## config.mk

```make
export PLATFORM = sky130hd
export DESIGN_NAME = alu_issue_ctrl
export DESIGN_NICKNAME = d
export VERILOG_FILES = /design/src/rtl/alu_issue_ctrl_pkg.sv /design/src/rtl/alu_issue_ctrl_regfile.sv /design/src/rtl/alu_issue_ctrl.sv
export SDC_FILE = /design/constraint.sdc
export NUM_CORES = 1
export LEC_CHECK = 0
export BUFFER_PORTS_ARGS = -buffer_cell sky130_fd_sc_hd__buf_2
export CORE_ASPECT_RATIO = 0.5
export CORE_MARGIN = 5
export CORE_UTILIZATION = 55
export CTS_CLUSTER_SIZE = 30
export DETAILED_ROUTE_END_ITERATION = 8
export HOLD_SLACK_MARGIN = 0.05
export PLACE_DENSITY = 0.81
export RECOVER_POWER = 50
export REMOVE_ABC_BUFFERS = 1
export SKIP_LAST_GASP = 1
export SYNTH_ARGS = -nofsm -noshare
export SYNTH_HDL_FRONTEND = slang
export SYNTH_SLANG_ARGS = --single-unit
```

## constraint.sdc

```tcl
create_clock -name clk -period 2.61 [get_ports clk]
set_input_delay 0.783 -clock clk [delete_from_list [all_inputs] [get_ports clk]]
set_output_delay 0.783 -clock clk [all_outputs]
set_load 0.02 [all_outputs]
```

## src/rtl/alu_issue_ctrl_pkg.sv

```systemverilog
// Shared definitions for the ALU issue/writeback stage: opcodes, FSM encoding, size defaults.
package alu_issue_ctrl_pkg;

   localparam int WIDTH_DEF = 4;
   localparam int NREG_DEF  = 4;
   localparam int AW_DEF    = 2;

   localparam logic [1:0] OP_ADD = 2'b00;
   localparam logic [1:0] OP_SUB = 2'b01;
   localparam logic [1:0] OP_AND = 2'b10;
   localparam logic [1:0] OP_OR  = 2'b11;

   typedef enum logic {
      ST_IDLE = 1'b0,
      ST_EXEC = 1'b1
   } state_e;

endpackage

```

## src/rtl/alu_issue_ctrl_regfile.sv

```systemverilog
// NREG x WIDTH register file: three asynchronous read ports, one synchronous write port,
// synchronous active-low clear.
module alu_regfile
   import alu_issue_ctrl_pkg::*;
#(
   parameter int WIDTH = WIDTH_DEF,
   parameter int NREG  = NREG_DEF,
   parameter int AW    = AW_DEF
) (
   input  logic             clk,
   input  logic             rst_n,
   input  logic             we_i,
   input  logic [AW-1:0]    waddr_i,
   input  logic [WIDTH-1:0] wdata_i,
   input  logic [AW-1:0]    raddr_a_i,
   output logic [WIDTH-1:0] rdata_a_o,
   input  logic [AW-1:0]    raddr_b_i,
   output logic [WIDTH-1:0] rdata_b_o,
   input  logic [AW-1:0]    raddr_d_i,
   output logic [WIDTH-1:0] rdata_d_o
);

   logic [WIDTH-1:0] regs_q [NREG];

   // Reads return the stored value, so a read in the cycle of a write sees the old contents.
   always_ff @(posedge clk) begin
      if (!rst_n) begin
         for (int i = 0; i < NREG; i++) regs_q[i] <= '0;
      end else if (we_i) begin
         regs_q[waddr_i] <= wdata_i;
      end
   end

   assign rdata_a_o = regs_q[raddr_a_i];
   assign rdata_b_o = regs_q[raddr_b_i];
   assign rdata_d_o = regs_q[raddr_d_i];

endmodule

```

## src/rtl/alu_issue_ctrl.sv

```systemverilog
// Issue/writeback stage around an external combinational ALU: accepts one instruction at a time,
// feeds the ALU from the register file for one EXEC cycle and writes the result back.
module alu_issue_ctrl
   import alu_issue_ctrl_pkg::*;
#(
   parameter int WIDTH = WIDTH_DEF,
   parameter int NREG  = NREG_DEF,
   parameter int AW    = AW_DEF
) (
   input  logic             clk,
   input  logic             rst_n,
   input  logic             in_valid,
   output logic             in_ready,
   input  logic             in_ld,
   input  logic [1:0]       in_opcode,
   input  logic [AW-1:0]    in_rd,
   input  logic [AW-1:0]    in_rs1,
   input  logic [AW-1:0]    in_rs2,
   input  logic [WIDTH-1:0] in_imm,
   output logic [WIDTH-1:0] alu_a,
   output logic [WIDTH-1:0] alu_b,
   output logic [1:0]       alu_op,
   input  logic [WIDTH-1:0] alu_result,
   input  logic             alu_zero,
   output logic             done,
   output logic             zero_flag,
   input  logic [AW-1:0]    dbg_addr,
   output logic [WIDTH-1:0] dbg_data
);

   state_e           state_q;
   logic [AW-1:0]    rd_q, rs1_q, rs2_q;
   logic [1:0]       op_q;
   logic             zero_q, done_q;

   logic             xfer, exec;
   logic             wr_en;
   logic [AW-1:0]    wr_addr;
   logic [WIDTH-1:0] wr_data;
   logic [WIDTH-1:0] rs1_data, rs2_data;

   assign in_ready = (state_q == ST_IDLE);
   assign exec     = (state_q == ST_EXEC);
   assign xfer     = in_valid & in_ready;

   // Loads write at the accepting edge; ALU results write at the end of EXEC.
   assign wr_en   = exec | (xfer & in_ld);
   assign wr_addr = exec ? rd_q : in_rd;
   assign wr_data = exec ? alu_result : in_imm;

   alu_regfile #(.WIDTH(WIDTH), .NREG(NREG), .AW(AW)) u_regfile (
      .clk       (clk),
      .rst_n     (rst_n),
      .we_i      (wr_en),
      .waddr_i   (wr_addr),
      .wdata_i   (wr_data),
      .raddr_a_i (rs1_q),
      .rdata_a_o (rs1_data),
      .raddr_b_i (rs2_q),
      .rdata_b_o (rs2_data),
      .raddr_d_i (dbg_addr),
      .rdata_d_o (dbg_data)
   );

   assign alu_a  = exec ? rs1_data : '0;
   assign alu_b  = exec ? rs2_data : '0;
   assign alu_op = exec ? op_q : OP_ADD;

   always_ff @(posedge clk) begin
      if (!rst_n) begin
         state_q <= ST_IDLE;
         zero_q  <= 1'b0;
         done_q  <= 1'b0;
      end else begin
         case (state_q)
            ST_IDLE: begin
               done_q <= xfer & in_ld;
               if (xfer && !in_ld) begin
                  rd_q    <= in_rd;
                  rs1_q   <= in_rs1;
                  rs2_q   <= in_rs2;
                  op_q    <= in_opcode;
                  state_q <= ST_EXEC;
               end
            end
            ST_EXEC: begin
               zero_q  <= alu_zero;
               done_q  <= 1'b1;
               state_q <= ST_IDLE;
            end
         endcase
      end
   end

   assign done      = done_q;
   assign zero_flag = zero_q;

endmodule

```

Word-level counts from Yosys, hierarchy flattened:

Memories as Yosys holds them, arrays and structs flattened. A register that Yosys moved wholly into a read port is not among the register bits.
Cells that the tools add are included.

* register bits after elaboration: 11
* bits in writable memories: 16
* output and inout port bits: 17
* memories: 1

Memories
* u_regfile.regs_q: depth 4, width 4, rd ports 3, clocked after memory_dff 2, wr ports 4, RTL line alu_issue_ctrl_regfile.sv:23 `logic [WIDTH-1:0] regs_q [NREG];`

* muxes and demuxes: 17
* bitwise logic cells: 4
* reductions and logical operators: 4

Operator list (count)
* 4-bit 2-to-1 mux: 4
* 2-bit 2-to-1 mux: 5
* 1-bit 2-to-1 mux: 6
* 1-bit one-hot mux with 2 select lines: 2
* 4-bit OR reduction: 1
* 3-bit AND reduction: 1
* 1-bit AND: 2
* 1-bit logical AND: 1
* 1-bit zero test: 1
* 1-bit NOT: 1
* 1-bit bitwise OR: 1

Depth between registers and ports, before layout:

Gate-level depths: netlist of run 1.

* depth in word-level cells: 9
* gate-level depth with buffers: 4

Modules after synthesis:

A second synthesis of run 1 with hierarchy kept.

* cells, all modules: 92
* area total of the unflattened synthesis: 1488.9 um^2

Modules (own cells, without submodules)
* alu_regfile: instances 1, cells each 56, area each 973.4 um^2
* alu_issue_ctrl: instances 1, cells each 36, area each 515.5 um^2

Least setup slack after synthesis of run 1:

OpenSTA, ideal clock, no wires.

* kind: in2out
* start: input port dbg_addr[0]
* end: output port dbg_data[0]
* data arrival time: 1.329 ns
* required time: 1.827 ns
* path slack: 0.498 ns
* stages: 1
* cells stage by stage: mux4_2

* longest elaborated chain between the ends: 1

RTL lines
* start: declaration: RTL line alu_issue_ctrl.sv:27 `input logic [AW-1:0] dbg_addr,`
* memory read 4 x 4 bit
* end: declaration: RTL line alu_issue_ctrl.sv:28 `output logic [WIDTH-1:0] dbg_data`

Every way passes these cells.

Worst setup path after layout of run 1:

Same ends and word-level chain as after synthesis.

==> impl_metrics.json, run 1 <==
{
  "status": "completed",
  "cp.buffers_inverters": 2,
  "route.detailed.drc": 0,
  "ir_drop_uv": 347,
  "netlist_area_um2": 1730,
  "rrSetupSlack_ns": 0.81,
  "antennaDiodeCount": 0,
  "ant_nets": 0,
  "power_density_nw_per_um2": 532,
  "ios": 40,
  "antenna_found_initial": 0,
  "ys_seq_area_frac": 0.498,
  "fp.dieArea_um2": 4430,
  "die_width_um": 89.3,
  "fin_crit_sh": 0.927,
  "cp.required_ns": 1.83,
  "grt_start_max_net_pins": 31,
  "post_dp_cell_area_um2": 1940,
  "yosys_most_used_dff": "edfxtp_1",
  "use_met1": 0.250,
  "routed_via_density": 6.22,
  "tightest_slew_ns": 0.672,
  "synth_edf_count": 24,
  "gp_congestion": 0.855,
  "multiInputGateArea_um2": 786,
  "cts.repair.resized": 0,
  "maxCapViolations": 0,
  "clk_path_buf_depth": 2,
  "netlist_instances": 138,
  "cts_tree": "done",
  "cts_root_buf": "clkbuf_8",
  "path_max_fanout": 4,
  "area_delta_synth_final_pct": 15.9,
  "cts_buffers": 5,
  "period_needed_ns": 2.42,
  "hp-start": "rs1_q[0]",
  "drtIter0Drc": 60,
  "grt_busiest_layer": "met2",
  "grt.overflow.total": 0,
  "grt_pass1_wl_um": 6290,
  "fillerInstances": 232,
  "fmax_mhz": 413,
  "critical_path_class": "in -> out",
  "met3_usage": 0.0632,
  "timing.rr.start": "exec",
  "critical_path.endpoint_type": "output pin",
  "clk_latency_ns": 0.27,
  "yosys_warnings": 0,
  "drt_pass1_iterations": 4,
  "wl_um": 3940,
  "critPathMostFrequentCell": "buf_2",
  "routedWlPerCell_um": 18.1,
  "grtUsageMet2": 0.300,
  "holdPathStages": 1,
  "cts.sinks": 31,
  "synth_cell_types": 29,
  "dpl.hpwl_um": 2900,
  "hold_buffers": 0,
  "core_area_um2": 3010,
  "die_h_um": 49.7,
  "finalHoldViolations": 0,
  "ys_async_sr_fraction": 0,
  "clk_pin_slew_ns": 0.06,
  "nNetsFinal": 200,
  "critPathLaunchType": "input pin",
  "p_leak_uw": 0.000774,
  "port_buffers": 39,
  "drive_gt1_frac": 0.264,
  "fin_tns_setup_ns": 0,
  "max_stage_delay_ns": 0.52,
  "post_cts_buffers": 0,
  "min_path_type": "reg -> reg",
  "grt_usage": 0.190,
  "crit_arrival_ns": 1.64,
  "finalInstanceArea_um2": 2000,
  "regArea_um2": 861,
  "start_util": 0.574,
  "relSlewSlack": 0.552,
  "slew_violations": 0,
  "vias": 1356,
  "clock-skew-final_ns": 0.00393,
  "crit_chain": "buf_2, mux4_2, buf_2",
  "r2r-end": "rd_q[1]",
  "cp_num_cells": 3,
  "crit_family": "multiplexers",
  "cpMaxStageDelayCell": "mux4_2",
  "reg2reg_depth": 3,
  "syn-mean-instance-area_um2": 12.5,
  "num_rows": 14,
  "ys_ff_latch": 31,
  "rsz0062_at_grt": "no",
  "grt_pass1_vias": 1309,
  "setup_viol": 0,
  "h-tree-depth": 2
}
[report_power, final]
group / switching [µW] / leakage [µW] / internal, µW
Combinational: 76.2 / 0.000432 / 60.4
Clock: 166 / 0.0000395 / 189
Sequential: 20.6 / 0.000303 / 555
Total: 262 / 0.000774 / 804
[layout make-up]
| cell class | count | area share |
|---|---|---|
| tap | 40 | 0.0250 |
| sequential | 31 | 0.429 |
| multi-input combinational | 91 | 0.392 |
| inverter | 6 | 0.0112 |
| clock buffer | 8 | 0.0400 |
| timing repair buffer | 42 | 0.102 |
[cells in the mapped netlist, types with 3 or more instances]
cell	instances	area (µm²)
edfxtp_1	24	721
nand3b_1	5	37.5
o22ai_1	16	100
mux2_4	4	60.1
dfxtp_1	7	140
nand4b_1	7	61.3
buf_2	6	30.0
nand2_1	7	26.3
nand4_1	4	25.0
inv_1	6	22.5
mux4_2	4	90.1
nand2b_1	3	18.8
mux2i_1	17	170
a21boi_0	4	30.0
o2bb2ai_1	4	35.0
[through the flow]
stage / power, µW / util / instances / hold WS, ns / worst slack, ns
after detailed placement: 722 / 0.643 / 210 / 0.473 / 0.186
after CTS: 1070 / 0.669 / 218 / 0.489 / 0.186
after floorplan: 658 / - / 128 / 0.453 / 0.479
after global routing: 1120 / 0.665 / 218 / 0.498 / 0.167
final: 1070 / 0.665 / 218 / 0.490 / 0.191
after global placement: 716 / 0.643 / 210 / 0.458 / 0.185
[routing by layer]
metal | wire [µm] | vias to the layer above
met5 | 0 | -
met2 | 1860 | 69
met1 | 1720 | 647
li1 | - | 636
met4 | 37 | 0
met3 | 319 | 4
[how the worst max path moves through the flow]
stage	from	endpoint	slack [ns]
4_1_cts	dbg_addr[0]	dbg_data[0]	0.19
3_5_place_dp	dbg_addr[0]	dbg_data[0]	0.19
2_1_floorplan	exec	alu_a[0]	0.48
3_3_place_gp	dbg_addr[0]	dbg_data[0]	0.19
5_1_grt	dbg_addr[0]	dbg_data[0]	0.17
6_report	dbg_addr[0]	dbg_data[0]	0.19
[cells in the final DEF, fill, tap and decap left out]
| cell type | n |
|---|---|
| edfxtp_1 | 24 |
| clkbuf_8 | 5 |
| nand4b_1 | 7 |
| inv_1 | 6 |
| nand4bb_1 | 2 |
| nand2b_1 | 3 |
| and2_1 | 2 |
| dfxtp_1 | 7 |
| nor2b_1 | 2 |
| nand4_1 | 4 |
| mux2i_1 | 17 |
| o221ai_1 | 2 |
| nand2_1 | 7 |
| and4b_1 | 1 |
| and4bb_1 | 1 |
| or3b_1 | 1 |
| o22ai_1 | 16 |
| buf_4 | 2 |
| buf_2 | 32 |
| o211ai_1 | 2 |
| a21oi_1 | 1 |
| nor4bb_1 | 1 |
| mux2_4 | 4 |
| clkbuf_1 | 11 |
| nand3b_1 | 5 |
| o2bb2ai_1 | 4 |
| mux4_2 | 4 |
| a21boi_0 | 4 |
| nand3_1 | 1 |
[kinds of logic after synthesis]
family | Yosys count | synth area share
muxes | 25 | 0.185
and+or+nand+nor | 37 | 0.152
buffers and inverters | 16 | 0.0478
AOI/OAI and AO/OA | 29 | 0.117
DFF | 31 | 0.498
Power figures use the tool's default switching activity.
==> run 2: changes to the inputs <==
CORE_UTILIZATION = 57   (was 55)
PLACE_DENSITY = 0.84   (was 0.81)
SETUP_SLACK_MARGIN = 0.1   (was unset)
==> impl_metrics.json, run 2 (synthesis gave the netlist of run 1 again) <==
{
  "critical_path.endpoint_type": "output pin",
  "rsz0062_at_grt": "no",
  "die_width_um": 87.9,
  "port_buffers": 39,
  "grt_usage": 0.187,
  "ir_drop_uv": 321,
  "finalHoldViolations": 0,
  "status": "completed",
  "cts.repair.resized": 0,
  "tightest_slew_ns": 0.710,
  "cpMaxStageDelayCell": "mux4_2",
  "nNetsFinal": 201,
  "routedWlPerCell_um": 17.1,
  "drtIter0Drc": 65,
  "antennaDiodeCount": 0,
  "crit_chain": "buf_2, mux4_2, buf_2",
  "fp.dieArea_um2": 4300,
  "post_cts_buffers": 0,
  "drt_pass1_iterations": 5,
  "fin_tns_setup_ns": 0,
  "dp_slack_ns": 0.183,
  "vias": 1324,
  "maxCapViolations": 0,
  "grt.overflow.total": 0,
  "num_rows": 14,
  "gp_congestion": 0.855,
  "final_cell_mix": "buf_2, edfxtp_1, mux2i_1",
  "start_util": 0.584,
  "power_density_nw_per_um2": 534,
  "slew_violations": 0,
  "cp.required_ns": 1.83,
  "final_common_cell": "buf_2",
  "cts_buffers": 5,
  "crit_family": "multiplexers",
  "cts.sinks": 31,
  "clk_latency_ns": 0.28,
  "area_delta_synth_final_pct": 16.4,
  "ant_nets": 0,
  "clk_pin_slew_ns": 0.06,
  "crit_arrival_ns": 1.64,
  "relSlewSlack": 0.527,
  "critPathMostFrequentCell": "buf_2",
  "grt_pass1_wl_um": 6090,
  "grt_pass1_vias": 1285,
  "min_path_type": "reg -> reg",
  "routed_via_density": 6.05,
  "hold_buffers": 0,
  "cp.buffers_inverters": 2,
  "antenna_found_initial": 0,
  "fin_crit_sh": 0.929,
  "path_max_fanout": 4,
  "p_leak_uw": 0.000782,
  "clk_path_buf_depth": 2,
  "fin_hold_ws_ns": 0.484,
  "cts_tree": "done",
  "ios": 40,
  "clock-skew-final_ns": 0.00478,
  "die_h_um": 48.9,
  "period_needed_ns": 2.42,
  "cts_root_buf": "clkbuf_8",
  "drive_gt1_frac": 0.274,
  "dpl.hpwl_um": 2700,
  "h-tree-depth": 2,
  "setup_viol": 0,
  "grt_start_max_net_pins": 31,
  "critPathLaunchType": "input pin",
  "max_stage_delay_ns": 0.52,
  "fmax_mhz": 412,
  "route.detailed.drc": 0,
  "critical_path_class": "in -> out",
  "setup_ws_ns": 0.186,
  "core_area_um2": 2960,
  "wl_um": 3740
}
## run 2: path summary, 6_finish.rpt
check,endpoint,start,depth (start not counted),slack (ns)
max reg2reg,op_q[0],exec,3,0.84
min reg2reg,register,rs1_q[0],1,0.48
max,dbg_data[1],dbg_addr[0],3,0.19
min,register,rs1_q[0],1,0.48
## run 2: final cells by class
class,instances,area (µm²)
clock buffers,7,76.3
clock inverters,1,5.00
fillers,224,947
inverters,6,22.5
multi-input cells,91,786
flip-flops and latches,31,861
well taps,40,50.0
repair buffers,43,213
## run 2: worst register-to-register path, stage by stage, from the launching register on
cell and delay (ns):
dfxtp_1 0.36, buf_4 0.24, and4bb_1 0.67, buf_4 0.22
## run 2: per-layer routing
| layer | vias up | global-route usage | wire length, µm |
|---|---|---|---|
| li1 | 634 | - | - |
| met1 | 624 | 0.249 | 1650 |
| met2 | 60 | 0.290 | 1720 |
| met3 | 6 | 0.0556 | 327 |
| met4 | 0 | 0.0612 | 42 |
| met5 | - | 0 | 0 |
## run 2: stage by stage
step | instances | power [µW] | util | instance area (µm²)
CTS | 219 | 1080 | 0.684 | 2030
detailed placement | 211 | 722 | 0.657 | 1940
global placement | 211 | 716 | 0.657 | 1940
floorplan | 128 | 658 | - | 1670
finish | 219 | 1070 | 0.680 | 2010
global route | 219 | 1120 | 0.680 | 2010
## run 2: power by group
group / total, µW / switching, µW / internal (µW)
Combinational: 136 / 74.8 / 61.1
Sequential: 574 / 19.8 / 555
Clock: 364 / 177 / 187
Total: 1070 / 272 / 802
==> run 3: changes to the inputs <==
CORE_UTILIZATION = 40   (was 57)
PLACE_DENSITY = unset   (was 0.84)
==> impl_metrics.json, run 3 (synthesis gave the netlist of run 1 again) <==
{
  "ant_nets": 0,
  "cts.sinks": 31,
  "power_density_nw_per_um2": 583,
  "antennaDiodeCount": 0,
  "fmax_mhz": 412,
  "ios": 40,
  "max_stage_delay_ns": 0.53,
  "path_max_fanout": 4,
  "vias": 1302,
  "crit_arrival_ns": 1.65,
  "final_cell_mix": "buf_2, edfxtp_1, mux2i_1",
  "fin_crit_sh": 0.930,
  "critical_path.endpoint_type": "output pin",
  "num_rows": 16,
  "cts_root_buf": "clkbuf_8",
  "port_buffers": 39,
  "min_path_type": "reg -> reg",
  "finalHoldViolations": 0,
  "cpMaxStageDelayCell": "mux4_2",
  "crit_chain": "buf_2, mux4_2, buf_2",
  "area_delta_synth_final_pct": 18.9,
  "tightest_slew_ns": 0.716,
  "grt_pass1_wl_um": 6470,
  "rrSetupSlack_ns": 0.92,
  "clk_latency_ns": 0.28,
  "relSlewSlack": 0.523,
  "cts_buffers": 5,
  "critical_path_class": "in -> out",
  "grt_start_max_net_pins": 31,
  "critPathMostFrequentCell": "buf_2",
  "slew_violations": 0,
  "die_h_um": 56.5,
  "start_util": 0.428,
  "routedWlPerCell_um": 17.1,
  "grt_pass1_vias": 1277,
  "fp.dieArea_um2": 5820,
  "h-tree-depth": 2,
  "gp_congestion": 0.814,
  "antenna_found_initial": 0,
  "nNetsFinal": 199,
  "final_common_cell": "buf_2",
  "critPathLaunchType": "input pin",
  "cp.buffers_inverters": 2,
  "cp.required_ns": 1.83,
  "setup_viol": 0,
  "p_leak_uw": 0.000795,
  "clk_pin_slew_ns": 0.06,
  "cts.repair.resized": 0,
  "core_area_um2": 4040,
  "period_needed_ns": 2.43,
  "clk_path_buf_depth": 2,
  "routed_via_density": 5.64,
  "rsz0062_at_grt": "no",
  "crit_family": "multiplexers",
  "grt_usage": 0.145,
  "hold_buffers": 0,
  "post_cts_buffers": 0,
  "cts_tree": "done",
  "drtIter0Drc": 55,
  "drt_pass1_iterations": 4,
  "status": "completed",
  "clock-skew-final_ns": 0.00264,
  "drive_gt1_frac": 0.282,
  "wl_um": 3960,
  "maxCapViolations": 0,
  "fin_hold_ws_ns": 0.487,
  "dpl.hpwl_um": 3010,
  "ir_drop_uv": 244,
  "route.detailed.drc": 0,
  "fin_tns_setup_ns": 0,
  "grt.overflow.total": 0,
  "die_width_um": 103
}
## run 3: changes by cell type in the layout (fill, tap and decap cells not counted)
cell and change:
buf_4 -1, clkbuf_8 +1, bufinv_16 +1, clkbuf_1 -3
## run 3: metal layers
layer / track usage / wire [µm] / share of wire
met5: 0 / 0 / 0
met4: 0.0443 / 29 / 0.0073
met3: 0.0445 / 196 / 0.050
met1: 0.210 / 2060 / 0.52
met2: 0.206 / 1670 / 0.42
## run 3: worst paths after layout
path	from	endpoint	depth (start not counted)
worst max-delay path	dbg_addr[0]	dbg_data[3]	3
worst min-delay path	rs2_q[1]	register	1
worst max register to register	exec	u_regfile.regs_q[3][2]	3
worst min register to register	rs2_q[1]	register	1
## run 3: worst register-to-register path, cell delays in order (launching register included)
cell,delay (ns)
dfxtp_1,0.36
buf_4,0.24
nand4b_1,0.23
o211ai_1,0.50
## run 3: final cells by class
class / count / area [µm²]
Clock buffer: 6 / 82.6
Clock inverter: 2 / 35.0
Fill cell: 365 / 1990
Inverter: 6 / 22.5
Multi-Input combinational cell: 91 / 786
Sequential cell: 31 / 861
Tap cell: 54 / 67.6
Timing Repair Buffer: 41 / 201
## run 3: through the flow
stage | total power, µW | cells | util | worst slack [ns] | area [µm²]
6_report | 1200 | 231 | 0.508 | 0.182 | 2060
3_5_place_dp | 722 | 223 | 0.481 | 0.179 | 1950
4_1_cts | 1210 | 231 | 0.511 | 0.179 | 2060
2_1_floorplan | 658 | 128 | - | 0.479 | 1670
5_1_grt | 1250 | 231 | 0.508 | 0.139 | 2060
3_3_place_gp | 719 | 223 | 0.481 | 0.182 | 1950
## run 3: where the power goes
| part | internal (µW) | total (µW) | leakage, µW | switching, µW |
|---|---|---|---|---|
| sequential | 554 | 575 | 0.000303 | 20.2 |
| clock | 309 | 488 | 0.0000612 | 179 |
| combinational | 60.1 | 136 | 0.000431 | 75.5 |
| total | 923 | 1200 | 0.000795 | 275 |
